==> src/rtl/uart_rx_os_if.sv <==
// Consumer-side bundle of the oversampling UART receiver: head-of-FIFO word,
// its error flags and the valid/ready handshake.
interface uart_rx_os_if #(
    parameter int DATA_BITS = 8
);
    logic [DATA_BITS-1:0] data_out;
    logic                 parity_err;
    logic                 frame_err;
    logic                 valid;
    logic                 ready;

    modport master (output data_out, parity_err, frame_err, valid, input ready);
    modport slave  (input data_out, parity_err, frame_err, valid, output ready);
endinterface

==> src/rtl/uart_rx_os.sv <==
// Oversampling UART receiver: majority-voted bit recovery, parity/framing/overrun
// detection and a small output FIFO towards a valid/ready consumer.
module uart_rx_os #(
    parameter int DATA_BITS   = 8,
    parameter int STOP_BITS   = 1,
    parameter int PARITY_MODE = 0,
    parameter int BAUD_RATE   = 9600,
    parameter int CLK_FREQ    = 50000000,
    parameter int OVERSAMPLE  = 16,
    parameter int FIFO_DEPTH  = 4
) (
    input  logic         clk,
    input  logic         reset,
    input  logic         rx,
    uart_rx_os_if.master out_if,
    output logic         overrun,
    output logic         busy
);
    localparam int DIV_RAW = CLK_FREQ / (BAUD_RATE * OVERSAMPLE);
    localparam int DIV     = (DIV_RAW < 1) ? 1 : DIV_RAW;
    localparam int DIV_W   = (DIV > 1) ? $clog2(DIV) : 1;
    localparam int OS_W    = $clog2(OVERSAMPLE);
    localparam int BIT_W   = $clog2(DATA_BITS + 1);
    localparam int PTR_W   = $clog2(FIFO_DEPTH);
    localparam int WORD_W  = DATA_BITS + 2;
    localparam logic [OS_W-1:0] S0      = OS_W'(OVERSAMPLE / 2 - 1);
    localparam logic [OS_W-1:0] S1      = OS_W'(OVERSAMPLE / 2);
    localparam logic [OS_W-1:0] S2      = OS_W'(OVERSAMPLE / 2 + 1);
    localparam logic [OS_W-1:0] OS_LAST = OS_W'(OVERSAMPLE - 1);
    localparam logic            ODD     = (PARITY_MODE == 2);

    typedef enum logic [2:0] {IDLE, START, DATA, PARITY, STOP} state_t;

    logic [1:0] rst_sync;
    logic       rst_n;

    always_ff @(posedge clk or negedge reset) begin
        if (!reset) rst_sync <= 2'b00;
        else        rst_sync <= {rst_sync[0], 1'b1};
    end
    assign rst_n = rst_sync[1];

    logic [DIV_W-1:0] div_cnt;
    logic             tick;
    logic             rx_meta, rx_s;

    assign tick = (div_cnt == DIV_W'(DIV - 1));

    always_ff @(posedge clk or negedge rst_n) begin
        if (!rst_n) begin
            div_cnt <= '0;
            rx_meta <= 1'b1;
            rx_s    <= 1'b1;
        end else begin
            div_cnt <= tick ? '0 : div_cnt + DIV_W'(1);
            rx_meta <= rx;
            rx_s    <= rx_meta;
        end
    end

    state_t               state, state_n;
    logic [OS_W-1:0]      os_cnt, os_n;
    logic [BIT_W-1:0]     bit_cnt, bit_n;
    logic [DATA_BITS-1:0] shift, shift_n;
    logic                 par_acc, par_n;
    logic [1:0]           samp, samp_n;
    logic                 perr, perr_n, ferr, ferr_n;
    logic                 maj, push;
    logic [WORD_W-1:0]    push_word;

    // The third vote is the live synchronised sample taken on the decision tick.
    assign maj = (samp[0] & samp[1]) | (samp[0] & rx_s) | (samp[1] & rx_s);

    always_ff @(posedge clk or negedge rst_n) begin
        if (!rst_n) begin
            state   <= IDLE;
            os_cnt  <= '0;
            bit_cnt <= '0;
            shift   <= '0;
            par_acc <= 1'b0;
            samp    <= 2'b11;
            perr    <= 1'b0;
            ferr    <= 1'b0;
        end else begin
            state   <= state_n;
            os_cnt  <= os_n;
            bit_cnt <= bit_n;
            shift   <= shift_n;
            par_acc <= par_n;
            samp    <= samp_n;
            perr    <= perr_n;
            ferr    <= ferr_n;
        end
    end

    always_comb begin
        state_n = state;
        os_n    = os_cnt;
        bit_n   = bit_cnt;
        shift_n = shift;
        par_n   = par_acc;
        samp_n  = samp;
        perr_n  = perr;
        ferr_n  = ferr;
        push    = 1'b0;
        if (tick) begin
            if (state == IDLE) begin
                if (!rx_s) begin
                    state_n = START;
                    os_n    = '0;
                    bit_n   = '0;
                    par_n   = 1'b0;
                    perr_n  = 1'b0;
                    ferr_n  = 1'b0;
                end
            end else begin
                os_n = (os_cnt == OS_LAST) ? '0 : os_cnt + OS_W'(1);
                if (os_cnt == S0) samp_n[0] = rx_s;
                if (os_cnt == S1) samp_n[1] = rx_s;
                case (state)
                    START: begin
                        if (os_cnt == S2 && maj) begin
                            state_n = IDLE;
                        end else if (os_cnt == OS_LAST) begin
                            state_n = DATA;
                            bit_n   = '0;
                        end
                    end
                    DATA: begin
                        if (os_cnt == S2) begin
                            shift_n = {maj, shift[DATA_BITS-1:1]};
                            par_n   = par_acc ^ maj;
                        end
                        if (os_cnt == OS_LAST) begin
                            if (bit_cnt == BIT_W'(DATA_BITS - 1)) begin
                                state_n = (PARITY_MODE != 0) ? PARITY : STOP;
                                bit_n   = '0;
                            end else begin
                                bit_n = bit_cnt + BIT_W'(1);
                            end
                        end
                    end
                    PARITY: begin
                        if (os_cnt == S2)      perr_n = par_acc ^ maj ^ ODD;
                        if (os_cnt == OS_LAST) begin
                            state_n = STOP;
                            bit_n   = '0;
                        end
                    end
                    STOP: begin
                        // Last stop bit completes at its centre so a new start edge can follow at once.
                        if (os_cnt == S2) begin
                            if (!maj) ferr_n = 1'b1;
                            if (bit_cnt == BIT_W'(STOP_BITS - 1)) begin
                                push    = 1'b1;
                                state_n = IDLE;
                            end
                        end
                        if (os_cnt == OS_LAST) bit_n = bit_cnt + BIT_W'(1);
                    end
                    default: state_n = IDLE;
                endcase
            end
        end
        push_word = {ferr_n, perr_n, shift_n};
    end

    logic [WORD_W-1:0] mem [FIFO_DEPTH];
    logic [PTR_W:0]    wr_ptr, rd_ptr;
    logic              empty, full, pop, do_push;
    logic [WORD_W-1:0] head;

    assign empty   = (wr_ptr == rd_ptr);
    assign full    = (wr_ptr[PTR_W] != rd_ptr[PTR_W]) && (wr_ptr[PTR_W-1:0] == rd_ptr[PTR_W-1:0]);
    assign pop     = !empty && out_if.ready;
    assign do_push = push && (!full || pop);
    assign head    = mem[rd_ptr[PTR_W-1:0]];

    always_ff @(posedge clk) begin
        if (do_push) mem[wr_ptr[PTR_W-1:0]] <= push_word;
    end

    always_ff @(posedge clk or negedge rst_n) begin
        if (!rst_n) begin
            wr_ptr  <= '0;
            rd_ptr  <= '0;
            overrun <= 1'b0;
        end else begin
            if (do_push) wr_ptr <= wr_ptr + (PTR_W+1)'(1);
            if (pop)     rd_ptr <= rd_ptr + (PTR_W+1)'(1);
            overrun <= push && full && !pop;
        end
    end

    // Outputs are forced to zero while empty so reset and idle both read as 0.
    assign out_if.valid      = !empty;
    assign out_if.data_out   = empty ? '0   : head[DATA_BITS-1:0];
    assign out_if.parity_err = empty ? 1'b0 : head[DATA_BITS];
    assign out_if.frame_err  = empty ? 1'b0 : head[DATA_BITS+1];
    assign busy              = (state != IDLE);
endmodule

==> src/flat_wrapper.sv <==
// flat-port wrapper written by rule: the top's interface ports become plain ports
module uart_rx_os_flat 
#(
    parameter int DATA_BITS   = 8,
    parameter int STOP_BITS   = 1,
    parameter int PARITY_MODE = 0,
    parameter int BAUD_RATE   = 9600,
    parameter int CLK_FREQ    = 50000000,
    parameter int OVERSAMPLE  = 16,
    parameter int FIFO_DEPTH  = 4
)
  (clk, reset, rx, overrun, busy, out_if_data_out, out_if_parity_err, out_if_frame_err, out_if_valid, out_if_ready);
  uart_rx_os_if #(.DATA_BITS(DATA_BITS)) out_if_i ();
  input  logic clk;
  input  logic reset;
  input  logic rx;
  output logic overrun;
  output logic busy;
  output wire logic [$bits(out_if_i.data_out)-1:0] out_if_data_out;
  output wire logic [$bits(out_if_i.parity_err)-1:0] out_if_parity_err;
  output wire logic [$bits(out_if_i.frame_err)-1:0] out_if_frame_err;
  output wire logic [$bits(out_if_i.valid)-1:0] out_if_valid;
  input wire logic [$bits(out_if_i.ready)-1:0] out_if_ready;
  assign out_if_data_out = out_if_i.data_out;
  assign out_if_parity_err = out_if_i.parity_err;
  assign out_if_frame_err = out_if_i.frame_err;
  assign out_if_valid = out_if_i.valid;
  assign out_if_i.ready = out_if_ready;
  uart_rx_os #(.DATA_BITS(DATA_BITS), .STOP_BITS(STOP_BITS), .PARITY_MODE(PARITY_MODE), .BAUD_RATE(BAUD_RATE), .CLK_FREQ(CLK_FREQ), .OVERSAMPLE(OVERSAMPLE), .FIFO_DEPTH(FIFO_DEPTH)) u_core (.clk(clk), .reset(reset), .rx(rx), .out_if(out_if_i), .overrun(overrun), .busy(busy));
endmodule
==> config.mk <==
export PLATFORM = sky130hd
export DESIGN_NAME = uart_rx_os_flat
export DESIGN_NICKNAME = d
export VERILOG_FILES = /design/src/rtl/uart_rx_os_if.sv /design/src/rtl/uart_rx_os.sv /design/src/flat_wrapper.sv
export SDC_FILE = /design/constraint.sdc
export NUM_CORES = 1
export LEC_CHECK = 0
export ABC_AREA = 0
export BUFFER_PORTS_ARGS = -buffer_cell sky130_fd_sc_hd__buf_2
export CAP_MARGIN = 20
export CORE_AREA = 5 5 86 88
export DETAILED_ROUTE_END_ITERATION = 8
export DIE_AREA = 0 0 91 93
export PLACE_DENSITY_LB_ADDON = 0.15
export SYNTH_ARGS = -nofsm -noshare
export SYNTH_HDL_FRONTEND = slang
export SYNTH_SLANG_ARGS = --single-unit
==> constraint.sdc <==
create_clock -name clk -period 1.65 [get_ports clk]
set_input_delay 0.165 -clock clk [delete_from_list [all_inputs] [get_ports clk]]
set_output_delay 0.165 -clock clk [all_outputs]
set_load 0.05 [all_outputs]
==> results.py, run 1 <==
metrics = {
    "sta": {
        "setup_viol": 115,
        "fin_skew_ns": 0.01315,
        "post-route-period-util_pct": 119.7,
        "fin_tns_setup_ns": -22.87,
        "relSlewSlack_pct": 62.61,
        "fin_crit_ns": 1.975,
        "hold_violations": 0,
        "rsz0062_at_grt": "yes",
        "fmax_mhz": 506.2,
        "slew_viol_final": 0,
        "worst_pin_slew_ns": 0.5608,
        "postLayoutSetupSlackWorst_ns": -0.3254,
    },
    "power": {
        "leakagePower_nw": 2.211,
        "intPower_mw": 4.053,
        "max-vdd-ir-drop_v": 0.001170,
        "design_power_total_mw": 5.972,
        "seqPwrFrac_pct": 38.3,
        "pwr-share-clk_pct": 26.9,
        "switchingPower_mw": 1.919,
        "powerDensity_mw_per_mm2": 1098,
        "p_comb_share_pct": 34.8,
        "p_sw_share_pct": 32.13,
    },
    "floorplan": {
        "die_x_um": 91,
        "die_h_um": 93,
        "die_area_mm2": 0.008463,
        "io_pins": 17,
        "core.rowCount": 30,
        "core_mm2": 0.006569,
        "initial_utilization_pct": 58.42,
    },
    "place": {
        "dpl.hpwl_um": 4934,
        "post_dp_cell_area_mm2": 0.004538,
        "place_congestion": 0.8884,
        "io_buffer_count": 16,
    },
    "synth": {
        "ys_ff_latch": 84,
        "syn_nets": 287,
        "synth_flop_cell": "edfxtp_1",
        "synth_area_leader_cell": "edfxtp_1",
        "synth_area_leaders": "edfxtp_1 31%, dfrtp_1 26%, mux4_2 5.9%",
        "synth_warnings": 0,
        "syn-cell-area_mm2": 0.003837,
        "synthArstFlopShare_pct": 52.38,
        "synth_top_cell_area_share_pct": 31.30,
        "synth.avg_cell_area_um2": 14.16,
        "synth_edf_count": 40,
        "ys_seq_area_share_pct": 60.12,
        "synthCells": 271,
        "ys_types": 56,
    },
    "grt": {
        "use_met2_pct": 37.92,
        "grt_max_degree": 43,
        "antenna_found_initial": 0,
        "grt_use_total_pct": 21.06,
        "busiest_layer": "met2",
        "overflow": 0,
        "gr-usage-met1_pct": 24.88,
        "grt.met3_usage_pct": 4.264,
        "grt_first_pass_wirelength_um": 13660,
        "first_global_vias": 2707,
    },
    "cells_and_area": {
        "final_util_pct": 82.78,
        "seq_area_mm2": 0.002313,
        "multi_input_area_mm2": 0.001802,
        "area_growth_pct": 41.70,
        "layout_common_cells": "62 x buf_4, 40 x edfxtp_1, 35 x dfrtp_1, 24 x buf_6, 19 x and2_4",
        "n_fill_cell": 314,
        "antennaDiodeCount": 0,
        "mostFrequentLayoutCell": "buf_4",
        "fin_area_mm2": 0.005438,
        "nNetsFinal": 398,
        "drive_above_1_share_pct": 55.81,
    },
    "clock_network": {
        "cts_root_buf": "clkbuf_8",
        "cts_tree": "done",
        "clk_path_buf_depth": 2,
        "clkTransAtPathRegs_ns": 0.09,
        "htree_levels": 3,
        "cts_buffers": 9,
        "clock_latency_ns": 0.36,
        "cts_sinks": 84,
    },
    "worst_setup_path": {
        "crit_slowest_cell": "dfrtp_2",
        "crit_required_ns": 1.48,
        "crit_arrival_ns": 1.81,
        "worstSetupPathType": "reg -> out",
        "rr_worst_depth": 6,
        "path_max_fanout": 7,
        "slowest_delay_ns": 0.46,
        "r2r_end": "u_core.mem[2][2]",
        "regToRegStartpoint": "u_core.rd_ptr[0]",
        "critical_path.startpoint_type": "flip-flop",
        "cp-end-kind": "output pin",
        "worstPathCellList": "buf_6, xor2_4, nor2_4, nand2_4, and2_4, buf_8",
        "reg2reg_slack_ns": -0.26,
    },
    "drt": {
        "drt_iter0_markers": 133,
        "vias": 2608,
        "drtPass1Iterations": 4,
        "vias_per_cell": 5.585,
        "wl_per_cell_um": 20.48,
        "drt_wl_total_um": 9563,
        "drc": 0,
        "ant_nets": 0,
    },
    "outcome": {
        "violations": "setup timing",
        "status": "finished, violations left",
    },
    "min_path": {
        "hold_class": "in -> async",
    },
    "run": {
        "maxCapViolCount": 0,
    },
}
==> worst max-delay path, delay by kind of cell, from the launching register on <==
family	cells	cell delay (ns)
flops	1	0.46
simple gates	3	0.51
xor+xnor	1	0.19
buf+inv	2	0.28
==> synthesized netlist by cell type, types with 2 or more instances <==
cell type	number
dfrtp_1	40
edfxtp_1	40
nor2_1	17
and2_1	16
ha_1	12
inv_1	12
mux2_1	12
mux4_2	10
nand2_1	10
nand3_1	9
o21ai_1	9
xnor2_1	8
xor2_1	7
and3_1	5
nor2b_1	5
clkbuf_1	4
dfstp_2	4
a21oi_1	3
nand4_1	3
a22o_1	2
and3b_1	2
buf_2	2
nand2b_1	2
nand4b_1	2
nor3_1	2
o21ai_0	2
o31ai_1	2
==> metal layers <==
| layer | part of all wire, % | vias to the layer above |
|---|---|---|
| met5 | 0 | - |
| met3 | 3.0 | 15 |
| met2 | 55 | 54 |
| met1 | 39 | 1322 |
| li1 | - | 1217 |
| met4 | 2.5 | 0 |
==> power by group through the flow <==
stage          registers [mW]  clock network (mW)  logic, mW
3_3_place_gp             2.31                   0       1.24
2_1_floorplan            2.33                   0      0.920
5_1_grt                  2.30                1.73       2.15
6_report                 2.29                1.60       2.08
3_5_place_dp             2.31                   0       1.26
4_1_cts                  2.27                1.61       1.57
==> per-stage QoR <==
| step | hold WS [ns] | std cells | setup WS, ns |
|---|---|---|---|
| 6_report | 0.1066 | 467 | -0.3254 |
| 5_1_grt | 0.1315 | 467 | -0.3773 |
| 2_1_floorplan | -0.1306 | 271 | -0.2523 |
| 3_3_place_gp | -0.05018 | 428 | -0.2053 |
| 4_1_cts | 0.1085 | 455 | -0.3334 |
| 3_5_place_dp | -0.04787 | 428 | -0.3002 |
==> worst max path at each step <==
| stage | start | endpoint | slack [ns] | depth (start not counted) |
|---|---|---|---|---|
| after floorplan | u_core.state[1] | u_core.state[1] | -0.25 | 6 |
| after global placement | u_core.os_cnt[1] | u_core.mem[2][1] | -0.21 | 5 |
| after detailed placement | u_core.os_cnt[1] | u_core.state[1] | -0.30 | 7 |
| after CTS | u_core.rd_ptr[0] | out_if_parity_err | -0.33 | 4 |
| after global routing | u_core.rd_ptr[2] | out_if_parity_err | -0.38 | 5 |
| final | u_core.rd_ptr[0] | out_if_parity_err | -0.33 | 6 |
==> cell type report <==
cell class                 instances  share of cell area (%)
sequential                        84                   42.54
multi-input combinational        172                   33.13
timing repair buffer             103                   17.67
clock buffer                      10                   2.347
tap                               80                   1.841
clock inverter                     6                   1.634
inverter                          12                  0.8283
==> kinds of logic (layout without fill, tap and decap cells) <==
group	after synthesis	count (layout)	synth area share, %
AO/OA/AOI/OAI	29	29	5.934
XOR/XNOR	16	16	3.848
adder cells (fa/ha/maj)	13	13	4.206
buffers and inverters	20	131	2.315
flip-flops	84	84	60.12
multiplexers	23	23	9.684
other	1	1	0.09772
AND/OR/NAND/NOR	85	90	13.79
==> state kept, by name, summed over array words and instances, names as in the netlist <==
register         count
u_core.par_acc       1
u_core.wr_ptr        3
u_core.div_cnt       9
u_core.ferr          1
u_core.perr          1
u_core.rx_s          1
u_core.overrun       1
u_core.os_cnt        4
u_core.bit_cnt       4
u_core.samp          2
u_core.shift         8
u_core.rx_meta       1
u_core.state         3
u_core.mem          40
u_core.rst_sync      2
u_core.rd_ptr        3
==> repair_timing <==
item                                    CTS  global route
gates resized for setup                  72            64
endpoints found under the setup margin  115           121
gates cloned                              2             5
buffers inserted                          8            12
hold buffers                              2             0
pin swaps                                10            30
endpoints found under the hold margin     3             0
No activity file was read; power rests on OpenSTA's default activity.
==> inputs of run 2 (changes only) <==
- SETUP_SLACK_MARGIN: not set -> 0.05
==> run 2 against run 1 <==
The flow still finishes with violations (setup timing). Worst setup slack improved by 0.00085 ns. Cell area rose by 0.32%. Maximum frequency barely moved. Critical endpoint is now out_if_data_out[2]. Highest routed layer unchanged.
==> results.py, run 2 (synthesized netlist as in run 1, its figures left out) <==
metrics = {
    "sta": {
        "relSlewSlack_pct": 62.84,
        "worst_pin_slew_ns": 0.5575,
        "hold_violations": 0,
        "rsz0062_at_grt": "yes",
        "hold_ws_ns": 0.1068,
        "fin_crit_ns": 1.975,
        "fmax_mhz": 506.4,
        "postLayoutSetupSlackWorst_ns": -0.3245,
        "slew_viol_final": 0,
        "setup_viol": 116,
        "post-route-period-util_pct": 119.7,
        "fin_skew_ns": 0.01022,
    },
    "clock_network": {
        "clock_latency_ns": 0.36,
        "cts_tree": "done",
        "cts_sinks": 84,
        "clkTransAtPathRegs_ns": 0.09,
        "cts_buffers": 9,
        "cts_root_buf": "clkbuf_8",
        "clk_path_buf_depth": 2,
        "htree_levels": 3,
    },
    "power": {
        "leakagePower_nw": 2.215,
        "powerDensity_mw_per_mm2": 1046,
        "max-vdd-ir-drop_v": 0.001215,
        "design_power_total_mw": 5.704,
    },
    "drt": {
        "drt_iter0_markers": 104,
        "ant_nets": 0,
        "vias_per_cell": 5.673,
        "wl_per_cell_um": 20.09,
        "drc": 0,
        "drt_wl_total_um": 9404,
        "vias": 2655,
        "drtPass1Iterations": 4,
    },
    "place": {
        "io_buffer_count": 16,
        "place_congestion": 0.8300,
        "dpl.hpwl_um": 4843,
        "post_dp_cell_area_mm2": 0.004546,
        "dp_slack_ns": -0.2719,
    },
    "worst_setup_path": {
        "crit_required_ns": 1.48,
        "path_max_fanout": 5,
        "critical_path.startpoint_type": "flip-flop",
        "crit_arrival_ns": 1.81,
        "worstPathCellList": "clkbuf_16, mux4_2, and2_4, buf_8",
        "worstSetupPathType": "reg -> out",
        "cp_top_family": "multiplexers",
        "crit_slowest_cell": "mux4_2",
        "crit_buf_inv": 2,
        "slowest_delay_ns": 0.49,
        "cp-end-kind": "output pin",
    },
    "grt": {
        "grt_max_degree": 43,
        "grt_first_pass_wirelength_um": 14500,
        "grt_use_total_pct": 22.29,
        "first_global_vias": 2861,
        "overflow": 0,
        "antenna_found_initial": 0,
    },
    "cells_and_area": {
        "area_growth_pct": 42.16,
        "mostFrequentLayoutCell": "buf_4",
        "drive_above_1_share_pct": 57.73,
        "largest_reg_flops": 40,
        "fin_area_mm2": 0.005455,
        "nNetsFinal": 399,
        "layout_common_cells": "67 x buf_4, 40 x edfxtp_1, 35 x dfrtp_1, 19 x and2_4, 16 x buf_6",
        "antennaDiodeCount": 0,
    },
    "floorplan": {
        "io_pins": 17,
        "die_area_mm2": 0.008463,
        "core.rowCount": 30,
        "initial_utilization_pct": 58.42,
        "core_mm2": 0.006569,
        "die_h_um": 93,
        "die_x_um": 91,
    },
    "run": {
        "maxCapViolCount": 0,
    },
    "min_path": {
        "hold_class": "in -> async",
    },
    "outcome": {
        "violations": "setup timing",
        "status": "finished, violations left",
    },
}
[run 2: cell types whose count changed in the layout (fill, tap and decap cells not counted), sizes merged]
cell and change:
buf +2, bufinv -2, clkbuf -1, clkinv -2
clkinvlp +2, inv +3, nand2 -1
[run 2: timing repair]
| action | in CTS | in global routing |
|---|---|---|
| hold buffers | 2 | 0 |
| setup endpoints to repair | 119 | 120 |
| gates resized for setup | 89 | 43 |
| cloned | 6 | 1 |
| endpoints found under the hold margin | 3 | 0 |
| pin swaps | 25 | 27 |
| setup buffers | 18 | 11 |
[run 2: path summary, 6_finish.rpt]
path	end	cells past startpoint	from	slack, ns
min in group clk	u_core.rd_ptr[0]	3	out_if_ready	0.12
worst min register to register	u_core.div_cnt[3]	1	u_core.rst_sync[1]	0.36
worst max-delay path	out_if_data_out[2]	4	u_core.rd_ptr[0]	-0.32
max in group asynchronous	u_core.rd_ptr[0]	1	u_core.rst_sync[1]	0.88
worst min-delay path	u_core.rst_sync[1]	2	reset	0.11
worst max register to register	u_core.mem[3][1]	4	u_core.div_cnt[3]	-0.27
[run 2: layout make-up]
cell class                 instances  area [um^2]
sequential                        84         2313
multi-input combinational        171         1819
fill                             321         1114
timing repair buffer             105        993.5
clock buffer                       9        123.9
tap                               80        100.1
clock inverter                     7        60.06
inverter                          12        45.04
[run 2: per-layer routing]
| metal | part of all wire, % | wire (um) | vias up | track usage [%] |
|---|---|---|---|---|
| met2 | 55 | 5211 | 63 | 40.75 |
| met1 | 39 | 3672 | 1353 | 26.23 |
| met4 | 2.3 | 217 | 0 | 8.191 |
| met3 | 3.2 | 302 | 23 | 3.862 |
| met5 | 0 | 0 | - | 0 |
| li1 | - | - | 1216 | - |
[run 2: per-stage QoR]
| step | setup TNS (ns) | instances | util, % |
|---|---|---|---|
| after floorplan | -13.26 | 271 | - |
| after global placement | -17.20 | 423 | 69.20 |
| after detailed placement | -20.76 | 423 | 69.20 |
| after CTS | -19.15 | 463 | 79.83 |
| after global routing | -29.96 | 468 | 83.05 |
| final | -23.61 | 468 | 83.05 |
[run 2: report_power, final]
| group | internal [mW] | switching, mW | total [mW] |
|---|---|---|---|
| Clock | 0.570 | 0.829 | 1.40 |
| Combinational | 0.978 | 1.03 | 2.01 |
| Sequential | 2.23 | 0.0683 | 2.30 |
| Total | 3.78 | 1.92 | 5.70 |
==> inputs of run 3 (changes only) <==
- CORE_AREA: 5 5 86 88 -> 5 5 97 99
- DIE_AREA: 0 0 91 93 -> 0 0 102 104
- clock period: 1.65 -> 2.5 ns (I/O delays scaled with it)
==> run 3 against run 2 <==
Power is 41% lower. Routed wire length decreased by 30%. Largest power group unchanged. Highest routed layer unchanged. Cell count shrank 12%. Register-to-register slack gained 0.52 ns. The run now ends clean. Via count decreased by 19%. Clock power decreased by 21%. Core utilization decreased by 32 points.
==> results.py, run 3 (synthesized netlist as in run 1, its figures left out) <==
metrics = {
    "drt": {
        "drt_wl_total_um": 6562,
        "drt_iter0_markers": 69,
        "vias": 2140,
        "ant_nets": 0,
        "wl_per_cell_um": 15.89,
        "drtPass1Iterations": 4,
        "vias_per_cell": 5.182,
        "drc": 0,
    },
    "cells_and_area": {
        "area_growth_pct": 12.55,
        "drive_above_1_share_pct": 22.95,
        "mostFrequentLayoutCell": "edfxtp_1",
        "nNetsFinal": 316,
        "fin_area_mm2": 0.004319,
        "largest_reg_flops": 40,
        "antennaDiodeCount": 0,
        "final_util_pct": 51.02,
        "layout_common_cells": "40 x edfxtp_1, 39 x dfrtp_1, 17 x nor2_1, 16 x and2_1, 16 x buf_2",
    },
    "place": {
        "place_congestion": 0.7696,
        "io_buffer_count": 16,
        "post_dp_cell_area_mm2": 0.004070,
        "dpl.hpwl_um": 4471,
    },
    "floorplan": {
        "initial_utilization_pct": 45.33,
        "die_x_um": 102,
        "io_pins": 17,
        "core.rowCount": 34,
        "die_h_um": 104,
        "core_mm2": 0.008466,
        "die_area_mm2": 0.01061,
    },
    "grt": {
        "gr-usage-met1_pct": 18.50,
        "use_met2_pct": 20.71,
        "overflow": 0,
        "grt_first_pass_wirelength_um": 11240,
        "antenna_found_initial": 0,
        "first_global_vias": 2213,
        "busiest_layer": "met2",
        "grt_use_total_pct": 13.71,
        "grt_max_degree": 43,
        "grt.met3_usage_pct": 3.488,
    },
    "sta": {
        "post-route-period-util_pct": 90.05,
        "setup_viol": 0,
        "relSlewSlack_pct": 38.01,
        "slew_viol_final": 0,
        "hold_violations": 0,
        "rsz0062_at_grt": "no",
        "fin_skew_ns": 0.01003,
        "fmax_mhz": 444.2,
        "fin_crit_ns": 2.251,
        "fin_tns_setup_ns": 0,
        "worst_pin_slew_ns": 0.9299,
    },
    "worst_setup_path": {
        "rr_worst_depth": 6,
        "crit_arrival_ns": 2.25,
        "reg2reg_slack_ns": 0.25,
        "r2r_end": "u_core.mem[0][8]",
        "critical_path.startpoint_type": "flip-flop",
        "worstSetupPathType": "reg -> reg",
        "regToRegStartpoint": "u_core.div_cnt[0]",
        "cp-end-kind": "flip-flop",
        "crit_required_ns": 2.50,
        "path_max_fanout": 10,
    },
    "clock_network": {
        "cts_sinks": 84,
        "clk_path_buf_depth": 2,
        "cts_root_buf": "clkbuf_8",
        "clock_latency_ns": 0.36,
        "htree_levels": 3,
        "cts_buffers": 9,
        "clkTransAtPathRegs_ns": 0.09,
        "cts_tree": "done",
    },
    "min_path": {
        "hold_class": "in -> async",
    },
    "run": {
        "maxCapViolCount": 0,
    },
    "outcome": {
        "status": "completed",
    },
    "power": {
        "powerDensity_mw_per_mm2": 779.5,
        "leakagePower_nw": 1.651,
        "max-vdd-ir-drop_v": 0.0003513,
    },
}
-- run 3: cell types whose count changed in the layout (fill, tap and decap cells not counted), moves of 12 or more --
cell,previous run,this run
mux2_1,0,12
and2_1,2,16
and2_4,19,0
buf_6,16,0
buf_4,67,8
buf_2,4,16
-- run 3: worst max path at each step --
| stage | start | to | depth (start not counted) |
|---|---|---|---|
| after floorplan | u_core.rd_ptr[0] | out_if_data_out[0] | 5 |
| after global placement | u_core.div_cnt[0] | u_core.mem[0][1] | 6 |
| after detailed placement | u_core.div_cnt[0] | u_core.mem[0][0] | 6 |
| after CTS | u_core.div_cnt[0] | u_core.mem[0][9] | 6 |
| after global routing | u_core.div_cnt[0] | u_core.mem[0][6] | 6 |
| final | u_core.div_cnt[0] | u_core.mem[0][8] | 6 |
-- run 3: what timing repair did --
item                       CTS  global route
setup endpoints to repair    0             0
setup buffers                0             0
hold buffers                 2             0
gates resized for setup      0             0
hold endpoints to repair     3             0
-- run 3: critical path, cell delays in order (launching register included) --
cell and delay, ns:
dfrtp_1 0.43, inv_1 0.07, ha_1 0.13, and2_1 0.17, nand3_2 0.12, nor4_4 0.44, and2_1 0.53
-- run 3: where the power goes --
part           internal [mW]  leakage, nW  switching, mW  total [mW]
Combinational          0.230        0.691          0.513       0.743
Clock                  0.580        0.113          0.533        1.11
Sequential              1.47        0.848         0.0398        1.51
-- run 3: per-layer routing --
layer	part of all wire, %	up-vias	wire length (um)
li1	-	1041	-
met1	48	1056	3134
met2	47	31	3061
met3	3.5	12	232
met4	2.0	0	134
met5	0	-	0
-- run 3: final cells by class --
type	instances	area (um^2)
multi-input combinational	167	1441
tap	108	135.1
sequential	84	2308
timing repair buffer	26	160.2
inverter	12	45.04
clock inverter	7	105.1
fill	748	4146
clock buffer	9	123.9
-- run 3: through the flow --
step           hold WS, ns  setup WS, ns  cells  power, mW
3_3_place_gp       0.03482        0.2844    395      2.290
3_5_place_dp       0.03641        0.2424    395      2.302
5_1_grt             0.2008        0.1492    413      3.513
6_report            0.1907        0.2488    413      3.367
2_1_floorplan     -0.04559        0.4121    271      2.121
4_1_cts             0.1750        0.2398    413      3.414
